==> src/rtl/instr_mem_access_pkg.sv <==
// Shared definitions for the RV32I memory-access stage: FSM states, opcode and
// funct3 codes, fault causes and the set of opcodes that write rd.
package instr_mem_access_pkg;

  typedef enum logic {S_IDLE = 1'b0, S_BUSY = 1'b1} state_e;

  localparam logic [6:0] OPC_LOAD   = 7'b0000011;
  localparam logic [6:0] OPC_STORE  = 7'b0100011;
  localparam logic [6:0] OPC_OP     = 7'b0110011;
  localparam logic [6:0] OPC_OP_IMM = 7'b0010011;
  localparam logic [6:0] OPC_LUI    = 7'b0110111;
  localparam logic [6:0] OPC_AUIPC  = 7'b0010111;
  localparam logic [6:0] OPC_JAL    = 7'b1101111;
  localparam logic [6:0] OPC_JALR   = 7'b1100111;
  localparam logic [6:0] OPC_SYSTEM = 7'b1110011;

  localparam logic [2:0] F3_B  = 3'b000;
  localparam logic [2:0] F3_H  = 3'b001;
  localparam logic [2:0] F3_W  = 3'b010;
  localparam logic [2:0] F3_BU = 3'b100;
  localparam logic [2:0] F3_HU = 3'b101;

  typedef enum logic [1:0] {
    FC_MISALIGN = 2'd0,
    FC_BUS_ERR  = 2'd1,
    FC_TIMEOUT  = 2'd2,
    FC_ILLEGAL  = 2'd3
  } fault_cause_e;

  function automatic logic writes_rd(input logic [6:0] opc);
    return opc inside {OPC_OP, OPC_OP_IMM, OPC_LUI, OPC_AUIPC,
                       OPC_JAL, OPC_JALR, OPC_SYSTEM};
  endfunction

endpackage

==> src/rtl/instr_mem_access_load_align.sv <==
// Load data alignment: picks the byte/halfword lane addressed by addr[1:0]
// and sign- or zero-extends it according to funct3.
module mem_load_align
  import instr_mem_access_pkg::*;
#(
  parameter int XLEN = 32
) (
  input  logic [XLEN-1:0] rdata_i,
  input  logic [1:0]      addr_lo_i,
  input  logic [2:0]      funct3_i,
  output logic [XLEN-1:0] data_o
);

  logic [7:0]  byte_sel;
  logic [15:0] half_sel;

  always_comb begin
    case (addr_lo_i)
      2'd0:    byte_sel = rdata_i[7:0];
      2'd1:    byte_sel = rdata_i[15:8];
      2'd2:    byte_sel = rdata_i[23:16];
      default: byte_sel = rdata_i[31:24];
    endcase
    half_sel = addr_lo_i[1] ? rdata_i[31:16] : rdata_i[15:0];
    case (funct3_i)
      F3_B:    data_o = {{(XLEN-8){byte_sel[7]}}, byte_sel};
      F3_BU:   data_o = {{(XLEN-8){1'b0}}, byte_sel};
      F3_H:    data_o = {{(XLEN-16){half_sel[15]}}, half_sel};
      F3_HU:   data_o = {{(XLEN-16){1'b0}}, half_sel};
      default: data_o = rdata_i;
    endcase
  end

endmodule

==> src/rtl/instr_mem_access.sv <==
// RV32I memory-access stage: passes ALU results to writeback, runs loads and
// stores over a req/ack bus with a timeout, and raises one-cycle faults.
module instr_mem_access
  import instr_mem_access_pkg::*;
#(
  parameter int XLEN    = 32,
  parameter int TIMEOUT = 16
) (
  input  logic            i_clk,
  input  logic            i_rst,
  input  logic            i_valid,
  input  logic [XLEN-1:0] i_instr,
  input  logic [XLEN-1:0] i_alu,
  input  logic [XLEN-1:0] i_mem_data,
  output logic            o_stall,
  output logic            o_dmem_req,
  output logic            o_dmem_we,
  output logic [XLEN-1:0] o_dmem_addr,
  output logic [3:0]      o_dmem_be,
  output logic [XLEN-1:0] o_dmem_wdata,
  input  logic            i_dmem_ack,
  input  logic            i_dmem_err,
  input  logic [XLEN-1:0] i_dmem_rdata,
  output logic            o_wb_en,
  output logic [4:0]      o_wb_rd,
  output logic [XLEN-1:0] o_wb_data,
  output logic            o_fault,
  output logic [1:0]      o_fault_cause,
  output logic [XLEN-1:0] o_fault_addr
);

  localparam int CW = (TIMEOUT > 2) ? $clog2(TIMEOUT) : 1;

  state_e          state_q;
  logic [CW-1:0]   cnt_q;
  logic [4:0]      rd_q;
  logic [2:0]      f3_q;
  logic [XLEN-1:0] addr_q;
  logic            req_q, we_q;
  logic [3:0]      be_q;
  logic [XLEN-1:0] wdata_q;
  logic            wb_en_q, fault_q;
  logic [4:0]      wb_rd_q;
  logic [XLEN-1:0] wb_data_q, fault_addr_q;
  fault_cause_e    cause_q;

  logic [6:0]      opc;
  logic [2:0]      f3;
  logic [4:0]      rd;
  logic            is_load, is_store, f3_legal, misaligned;
  logic [3:0]      be_d;
  logic [XLEN-1:0] wdata_d, ld_data;
  logic            unused_instr_bits;

  assign opc      = i_instr[6:0];
  assign rd       = i_instr[11:7];
  assign f3       = i_instr[14:12];
  assign is_load  = (opc == OPC_LOAD);
  assign is_store = (opc == OPC_STORE);
  assign f3_legal = is_load ? (f3 inside {F3_B, F3_H, F3_W, F3_BU, F3_HU})
                            : (f3 inside {F3_B, F3_H, F3_W});
  // Halfword codes share f3[1:0]=01, word is 10; byte accesses never misalign.
  assign misaligned = ((f3[1:0] == 2'b01) && i_alu[0]) ||
                      ((f3[1:0] == 2'b10) && (i_alu[1:0] != 2'b00));
  assign unused_instr_bits = ^i_instr[XLEN-1:15];

  always_comb begin
    be_d    = 4'b1111;
    wdata_d = i_mem_data;
    if (is_store) begin
      case (f3)
        F3_B: begin
          be_d    = 4'b0001 << i_alu[1:0];
          wdata_d = {4{i_mem_data[7:0]}};
        end
        F3_H: begin
          be_d    = i_alu[1] ? 4'b1100 : 4'b0011;
          wdata_d = {2{i_mem_data[15:0]}};
        end
        default: ;
      endcase
    end
  end

  mem_load_align #(.XLEN(XLEN)) u_align (
    .rdata_i   (i_dmem_rdata),
    .addr_lo_i (addr_q[1:0]),
    .funct3_i  (f3_q),
    .data_o    (ld_data)
  );

  always_ff @(posedge i_clk or negedge i_rst) begin
    if (!i_rst) begin
      state_q      <= S_IDLE;
      cnt_q        <= '0;
      rd_q         <= '0;
      f3_q         <= '0;
      addr_q       <= '0;
      req_q        <= 1'b0;
      we_q         <= 1'b0;
      be_q         <= '0;
      wdata_q      <= '0;
      wb_en_q      <= 1'b0;
      wb_rd_q      <= '0;
      wb_data_q    <= '0;
      fault_q      <= 1'b0;
      cause_q      <= FC_MISALIGN;
      fault_addr_q <= '0;
    end else begin
      wb_en_q <= 1'b0;
      fault_q <= 1'b0;
      case (state_q)
        S_IDLE: begin
          if (i_valid) begin
            if (!is_load && !is_store) begin
              wb_data_q <= i_alu;
              wb_rd_q   <= rd;
              wb_en_q   <= (rd != 5'd0) && writes_rd(opc);
            end else if (!f3_legal || misaligned) begin
              fault_q      <= 1'b1;
              cause_q      <= !f3_legal ? FC_ILLEGAL : FC_MISALIGN;
              fault_addr_q <= i_alu;
            end else begin
              rd_q    <= rd;
              f3_q    <= f3;
              addr_q  <= i_alu;
              req_q   <= 1'b1;
              we_q    <= is_store;
              be_q    <= be_d;
              wdata_q <= wdata_d;
              cnt_q   <= '0;
              state_q <= S_BUSY;
            end
          end
        end
        S_BUSY: begin
          if (i_dmem_err || i_dmem_ack || (cnt_q == CW'(TIMEOUT - 1))) begin
            req_q   <= 1'b0;
            cnt_q   <= '0;
            state_q <= S_IDLE;
            if (i_dmem_err || !i_dmem_ack) begin
              fault_q      <= 1'b1;
              cause_q      <= i_dmem_err ? FC_BUS_ERR : FC_TIMEOUT;
              fault_addr_q <= addr_q;
            end else if (!we_q) begin
              wb_en_q   <= (rd_q != 5'd0);
              wb_rd_q   <= rd_q;
              wb_data_q <= ld_data;
            end
          end else begin
            cnt_q <= cnt_q + 1'b1;
          end
        end
        default: state_q <= S_IDLE;
      endcase
    end
  end

  assign o_stall       = (state_q == S_BUSY);
  assign o_dmem_req    = req_q;
  assign o_dmem_we     = we_q;
  assign o_dmem_addr   = {addr_q[XLEN-1:2], 2'b00};
  assign o_dmem_be     = be_q;
  assign o_dmem_wdata  = wdata_q;
  assign o_wb_en       = wb_en_q;
  assign o_wb_rd       = wb_rd_q;
  assign o_wb_data     = wb_data_q;
  assign o_fault       = fault_q;
  assign o_fault_cause = cause_q;
  assign o_fault_addr  = fault_addr_q;

endmodule

==> config.mk <==
export PLATFORM = sky130hd
export DESIGN_NAME = instr_mem_access
export DESIGN_NICKNAME = d
export VERILOG_FILES = /design/src/rtl/instr_mem_access_pkg.sv /design/src/rtl/instr_mem_access_load_align.sv /design/src/rtl/instr_mem_access.sv
export SDC_FILE = /design/constraint.sdc
export NUM_CORES = 1
export LEC_CHECK = 0
export ABC_AREA = 1
export CAP_MARGIN = 40
export CELL_PAD_IN_SITES_DETAIL_PLACEMENT = 0
export CELL_PAD_IN_SITES_GLOBAL_PLACEMENT = 1
export CORE_MARGIN = 2
export CORE_UTILIZATION = 32
export DETAILED_ROUTE_END_ITERATION = 12
export PLACE_DENSITY = 0.78
export SYNTH_ARGS = -nofsm -noshare
export SYNTH_HDL_FRONTEND = slang
export SYNTH_SLANG_ARGS = --single-unit
==> constraint.sdc <==
create_clock -name i_clk -period 1.8 [get_ports i_clk]
set_input_delay 0.36 -clock i_clk [delete_from_list [all_inputs] [get_ports i_clk]]
set_output_delay 0.36 -clock i_clk [all_outputs]
set_load 0.02 [all_outputs]
==> results.md, run 1 <==
- Run status: completed
- Slew Limit Fails: 0
- DP HPWL: 20.1 mm
- Max-cap violations: 0
- Period utilisation layout: 0.984
- Synth top area share: 0.471
- Hold Path Class: input port to async pin
- CTS Buf Count: 17
- Worst path arrival time: 1410 ps
- Slowest CP cell: clkdlybuf4s50_1
- Final wirelength: 30.1 mm
- GPL Wtd Cong: 0.856
- Vias in the first global route: 7,827
- Share of layout cells above drive strength 1: 0.107
- Critical Path RT: 1440 ps
- Clock latency on the worst-skew pair: 430 ps
- Commonest non-fill, non-tap cell in the layout: nand2_1
- Mapped Cells: 1,135
- Gr usage total: 0.207
- Area leader, netlist: dfrtp_1
- Crit Path Max Fanout: 2
- Vias per inst: 4.76
- Global-route wire length before repair: 43.3 mm
- Sequential area share after synthesis: 0.471
- Crit path kind: flop to output pin
- Area contributors post-synth: dfrtp_1, nand2_1, nor2_1, o21ai_0, a21oi_1
- # clock sinks: 156
- Vias post-DR: 8,309
- Core Area: 25,300 sq um
- Area delta synth->final: 49.3%
- Initial Utilization: 0.327
- Starting DRT DRC Count: 775
- Final instance area: 12,400 sq um
- Yosys cell types: 31
- Most frequent cells in the layout: nand2_1, dfrtp_1, clkdlybuf4s50_1
- Hold slack: 382 ps
- I/O Buffers: 257
- Post-route ant nets: 0
- Multi-input gate area: 3630 sq um
- Flop pwr share: 0.409
- Root buf cell: clkbuf_16
- Clk slew on worst S/H paths: 70 ps
- Die ar.: 27,200 sq um
- Die width: 165 um
- Rows: 58
- Pint: 6860 uW
- Slew headroom: 0.667
- Syn Area/Cell: 7.30 sq um
- Grt ovf: 0
- Clock skew: 12.7 ps
- Largest stage delay, worst path: 640 ps
- Clock power frac: 0.361
- CP Launch Type: flop
- Die Height: 165 um
- Crit path cell chain: clkdlybuf4s50_1
- Register Area: 3910 sq um
- Fin crit period: 1770 ps
- Crit path max-delay family: buffers and inverters
- CP Capture Type: output pin
- Mapped cell area: 8290 sq um
- DRT Pass-1 Iters: 5
- Htree depth: 4
- Net Sw Frac: 0.304
- Psw: 3000 uW
- ANT cells: 0
- Endpoints failing setup: 0
- Worst Path Buf+Inv: 1
- FF+latch count, synth: 156
- # nets final: 1,536
- Initial antenna violation count: 2
- Power density over the cells: 797 nW/um^2
- P_leak: 0.00687 uW
- # IOs: 277
- Comb power frac: 0.230
- Routed len/inst: 17.3 um
- Slew @ Worst Pin: 499 ps
- Detailed-route DRC error count: 0
- Ys Warns: 0
- Largest net degree at the start of global routing: 94
- Cell Area, Placed: 11,300 sq um
- CTS tree: built
- Clk buf depth: 2
- Final Hold Violating Endpoints: 0
- VDD IR max: 0.454 mV
- Max frequency: 0.565 GHz
- Filler cells: 2,536
[stage by stage]
step / TNS (ps) / std cells / worst slack, ps / total power [uW] / utilization
2_1_floorplan: 0 / 1136 / 235 / 5150 / -
3_3_place_gp: -29870 / 1693 / -283 / 6400 / 0.445
3_5_place_dp: -34020 / 1693 / -318 / 6430 / 0.445
4_1_cts: 0 / 1725 / 1.82 / 9960 / 0.466
5_1_grt: -201 / 1744 / -37.1 / 10400 / 0.489
6_report: 0 / 1744 / 28.8 / 9870 / 0.489
[cell type report]
cell class,instances,area share
Clock buffer,20,0.0369
Clock inverter,11,0.00900
Inverter,70,0.0217
Multi-Input combinational cell,818,0.293
Sequential cell,156,0.316
Tap cell,330,0.0334
Timing Repair Buffer,339,0.290
[Yosys cell counts]
library cell  number
buf_6             12
o211ai_1           6
clkinv_2           1
o21ai_1           26
conb_1             1
nor3_1             2
buf_1              3
nand2_1          410
dfrtp_1          156
or2_2              3
nor2_1           128
nand3b_1           2
nor3_4             1
a21oi_1           74
nand3_2            1
buf_4             36
a21oi_4            1
clkbuf_2           1
a211oi_1           1
nand3_1           56
nor2_2             3
nor2_4             1
inv_1             61
nand2_2            3
inv_2              8
nand4_1           10
buf_2             28
clkbuf_1          13
o31ai_1            5
ha_1               1
o21ai_0           81
[power groups by stage]
| stage | Clock, uW | Sequential [uW] | Combinational, uW |
|---|---|---|---|
| 5_1_grt | 3800 | 4070 | 2490 |
| 3_3_place_gp | 0 | 4090 | 2310 |
| 2_1_floorplan | 0 | 4410 | 734 |
| 6_report | 3570 | 4030 | 2270 |
| 4_1_cts | 3630 | 4040 | 2290 |
| 3_5_place_dp | 0 | 4100 | 2330 |
[worst paths after layout]
path / cells after the start / startpoint / end / slack (ps)
worst max register to register: 12 / cnt_q[0] / o_fault_addr[6] / 80
max in group asynchronous: 3 / i_rst / addr_q[27] / 800
min in group i_clk: 2 / o_dmem_wdata[21] / o_dmem_wdata[21] / 480
worst min register to register: 2 / o_dmem_wdata[21] / o_dmem_wdata[21] / 480
worst max-delay path: 1 / o_wb_data[27] / o_wb_data[27] / 30
worst min-delay path: 2 / i_rst / o_fault_addr[8] / 380
[cell families after synthesis]
group,after synthesis,share of synthesized area
other,1,0.000452
AOI/OAI and AO/OA,194,0.122
adders and majority gates,1,0.00151
buffers and inverters,163,0.106
DFF,156,0.471
and+or+nand+nor,620,0.299
[state kept, by name, indices dropped and copies added, names as in the netlist, 2 cells and up]
| signal | flops |
|---|---|
| addr_q | 32 |
| o_dmem_wdata | 32 |
| o_fault_addr | 32 |
| o_wb_data | 32 |
| o_wb_rd | 5 |
| rd_q | 5 |
| cnt_q | 4 |
| o_dmem_be | 4 |
| f3_q | 3 |
| o_fault_cause | 2 |
[per-layer routing]
| layer | share of wire | vias to the layer above | track usage |
|---|---|---|---|
| li1 | - | 4115 | - |
| met1 | 0.45 | 3878 | 0.281 |
| met2 | 0.46 | 287 | 0.328 |
| met3 | 0.079 | 27 | 0.0542 |
| met4 | 0.013 | 2 | 0.0549 |
| met5 | 0.00053 | - | 0 |
[what timing repair did]
action / 4_1_cts / 5_1_grt
gates resized for setup: 40 / 103
gates cloned: 0 / 12
setup endpoints to repair: 71 / 198
hold endpoints to repair: 24 / 0
hold buffers: 1 / 0
pin swaps: 0 / 7
buffers inserted: 0 / 7
(Power assumes the default switching activity.)
==> run 2, diff against run 1 <==
--- a/config.mk
+++ b/config.mk
@@ -6,12 +6,14 @@
 export NUM_CORES = 1
 export LEC_CHECK = 0
 export ABC_AREA = 1
+export ABC_CLOCK_PERIOD_IN_PS = 1800
 export CAP_MARGIN = 40
 export CELL_PAD_IN_SITES_DETAIL_PLACEMENT = 0
 export CELL_PAD_IN_SITES_GLOBAL_PLACEMENT = 1
 export CORE_MARGIN = 2
-export CORE_UTILIZATION = 32
+export CORE_UTILIZATION = 45
 export DETAILED_ROUTE_END_ITERATION = 12
+export DONT_BUFFER_PORTS = 1
 export PLACE_DENSITY = 0.78
 export SYNTH_ARGS = -nofsm -noshare
 export SYNTH_HDL_FRONTEND = slang
==> run 2 against run 1 <==
The run now ends with negative hold slack left. Core utilization increased by 2.5 points. Die area fell by 28%. Total power is 7.6% lower. Critical path type is now flop to flop.
==> results.md, run 2 (same netlist as run 1, synthesis figures left out) <==
- Clock skew: 8.88 ps (-3.79 ps)
- Area delta synth->final: 11.7%
- Largest stage delay, worst path: 400 ps (-240 ps)
- # nets final: 1,250 (-19%)
- Global-route wire length before repair: 37.6 mm (-13%)
- Comb power frac: 0.092 (-0.138)
- DRT Pass-1 Iters: 5 (unchanged)
- # clock sinks: 156 (unchanged)
- Vias per inst: 5.34 (+12%)
- # IOs: 277 (unchanged)
- Clock latency on the worst-skew pair: 430 ps (about the same)
- Period utilisation layout: 0.974 (-0.00984)
- Grt ovf: 0 (unchanged)
- Critical Path RT: 2110 ps (+670 ps)
- Max-cap violations: 0 (unchanged)
- Final Instance Count excl. Fillers: 1,358 (-22%)
- Htree depth: 4 (unchanged)
- DP HPWL: 16.6 mm (-18%)
- GPL Wtd Cong: 0.835 (-2.5%)
- Vias post-DR: 7,249 (-13%)
- Clk slew on worst S/H paths: 70 ps (about the same)
- Clock power frac: 0.413 (+0.052)
- CTS tree: built
- P_leak: 0.00467 uW (-32%)
- Max frequency: 0.570 GHz (+1.0%)
- Power density over the cells: 985 nW/um^2 (+23%)
- Slew @ Worst Pin: 509 ps (+10.6 ps)
- Starting DRT DRC Count: 493 (-36%)
- Worst Path Buf+Inv: 2 (+1)
- Psw: 2800 uW (-6.7%)
- I/O Buffers: 0 (-100%)
- Multi-input gate area: 3590 sq um (-0.97%)
- Root buf cell: clkbuf_16
- Initial antenna violation count: 0 (-2)
- Post-route ant nets: 0 (unchanged)
- Slowest CP cell: dfrtp_1
- Violated checks: negative hold slack
- VDD IR max: 0.631 mV (+39%)
- Share of layout cells above drive strength 1: 0.115 (+0.00765)
- Filler cells: 1,830 (-28%)
- Placed Instances: 1,308 (-23%)
- Most frequent cells in the layout: nand2_1, dfrtp_1, nor2_1
- Crit Path Max Fanout: 11 (+9)
- Hold Path Class: input port to async pin
- Worst path arrival time: 2070 ps (+660 ps)
- Crit path kind: flop to flop
- Pint: 6320 uW (-8.0%)
- Commonest non-fill, non-tap cell in the layout: nand2_1
- Crit path cell chain: ha_2 -> nand2_2 -> nor2_2 -> nor2_2 -> inv_2 -> nand2_2 -> nor2_4 -> nand2_8 -> buf_6 -> nand2_1 -> o21ai_0
- Flop pwr share: 0.495 (+0.086)
- Crit path max-delay family: simple AND/OR/NAND/NOR gates
- CTS Buf Count: 17 (unchanged)
- Die Height: 140 um (-15%)
- Slew headroom: 0.660 (-0.00705)
- Hold slack: -373 ps (-755 ps)
- Clk buf depth: 2 (unchanged)
- ANT cells: 0 (unchanged)
- Final wirelength: 25.0 mm (-17%)
- Largest net degree at the start of global routing: 157 (+67%)
- Endpoints failing setup: 0 (unchanged)
- Routed len/inst: 18.4 um (+6.6%)
- Gr usage total: 0.242 (+0.0342)
- Core Area: 18,000 sq um (-29%)
- Rows: 49 (-16%)
- Fin crit period: 1750 ps (-17.7 ps)
- CP Launch Type: flop
- CP Capture Type: flop
- Final Hold Violating Endpoints: 156 (+156)
- Vias in the first global route: 6,784 (-13%)
- Detailed-route DRC error count: 0 (unchanged)
- Die width: 140 um (-15%)
- Die ar.: 19,500 sq um (-28%)
- Register Area: 3910 sq um (about the same)
- Net Sw Frac: 0.307 (+0.00289)
- Run status: finished with violations
- Initial Utilization: 0.460 (+0.133)
- Slew Limit Fails: 0 (unchanged)
- RSZ-0062 raised after global routing: yes
## run 2: cell types whose count changed in the layout (fill, tap and decap cells not counted), sizes merged
cell           delta
dlygate4sd2      -37
bufinv            +1
dlymetal6s2s     -66
clkinvlp          -3
clkbuf            -3
clkdlybuf4s50   -153
buf              -28
clkinv            +2
inv               +3
dlygate4sd3       -1
## run 2: metal layers
metal,vias to the layer above,GRT usage,share of wire
met2,255,0.382,0.48
met5,-,0,0
met4,0,0.0742,0.021
li1,3558,-,-
met1,3401,0.318,0.42
met3,35,0.0764,0.081
## run 2: path summary, 6_finish.rpt
path,start,end,slack [ps],cells past startpoint
worst max register to register,cnt_q[1],o_fault_addr[17],50,11
worst min-delay path,i_rst,addr_q[10],-370,0
max in group asynchronous,i_rst,o_dmem_wdata[6],1990,0
worst max-delay path,cnt_q[1],o_fault_addr[17],50,11
worst min register to register,rd_q[4],rd_q[4],520,2
min in group i_clk,i_mem_data[7],o_dmem_wdata[7],40,2
## run 2: power by group through the flow
stage / clock network, uW / logic (uW) / registers [uW]
3_3_place_gp: 0 / 782 / 4570
5_1_grt: 3980 / 969 / 4550
2_1_floorplan: 0 / 734 / 4410
3_5_place_dp: 0 / 799 / 4570
4_1_cts: 3860 / 803 / 4510
6_report: 3770 / 836 / 4510
## run 2: cell type report
class / instances / share of cell area
Sequential cell: 156 / 0.422
Multi-Input combinational cell: 818 / 0.388
Timing Repair Buffer: 53 / 0.0631
Clock buffer: 18 / 0.0474
Tap cell: 229 / 0.0310
Inverter: 70 / 0.0292
Clock inverter: 14 / 0.0192
## run 2: metrics by stage
step / util / TNS, ps / instance area, sq um / setup WS, ps / power [uW]
4_1_cts: 0.497 / 0 / 8950 / 14.6 / 9170
2_1_floorplan: - / 0 / 8290 / 235 / 5150
3_3_place_gp: 0.462 / 0 / 8330 / 59.2 / 5350
6_report: 0.514 / 0 / 9260 / 46.5 / 9120
3_5_place_dp: 0.462 / -5.39 / 8330 / -5.39 / 5370
5_1_grt: 0.514 / -359 / 9260 / -29.0 / 9500
## run 2: repair_timing
item / CTS / global route
hold endpoints to repair: 156 / 156
setup endpoints to repair: 54 / 64
pin swaps: 0 / 7
gates resized for setup: 2 / 46
buffers inserted: 0 / 10
gates cloned: 0 / 8
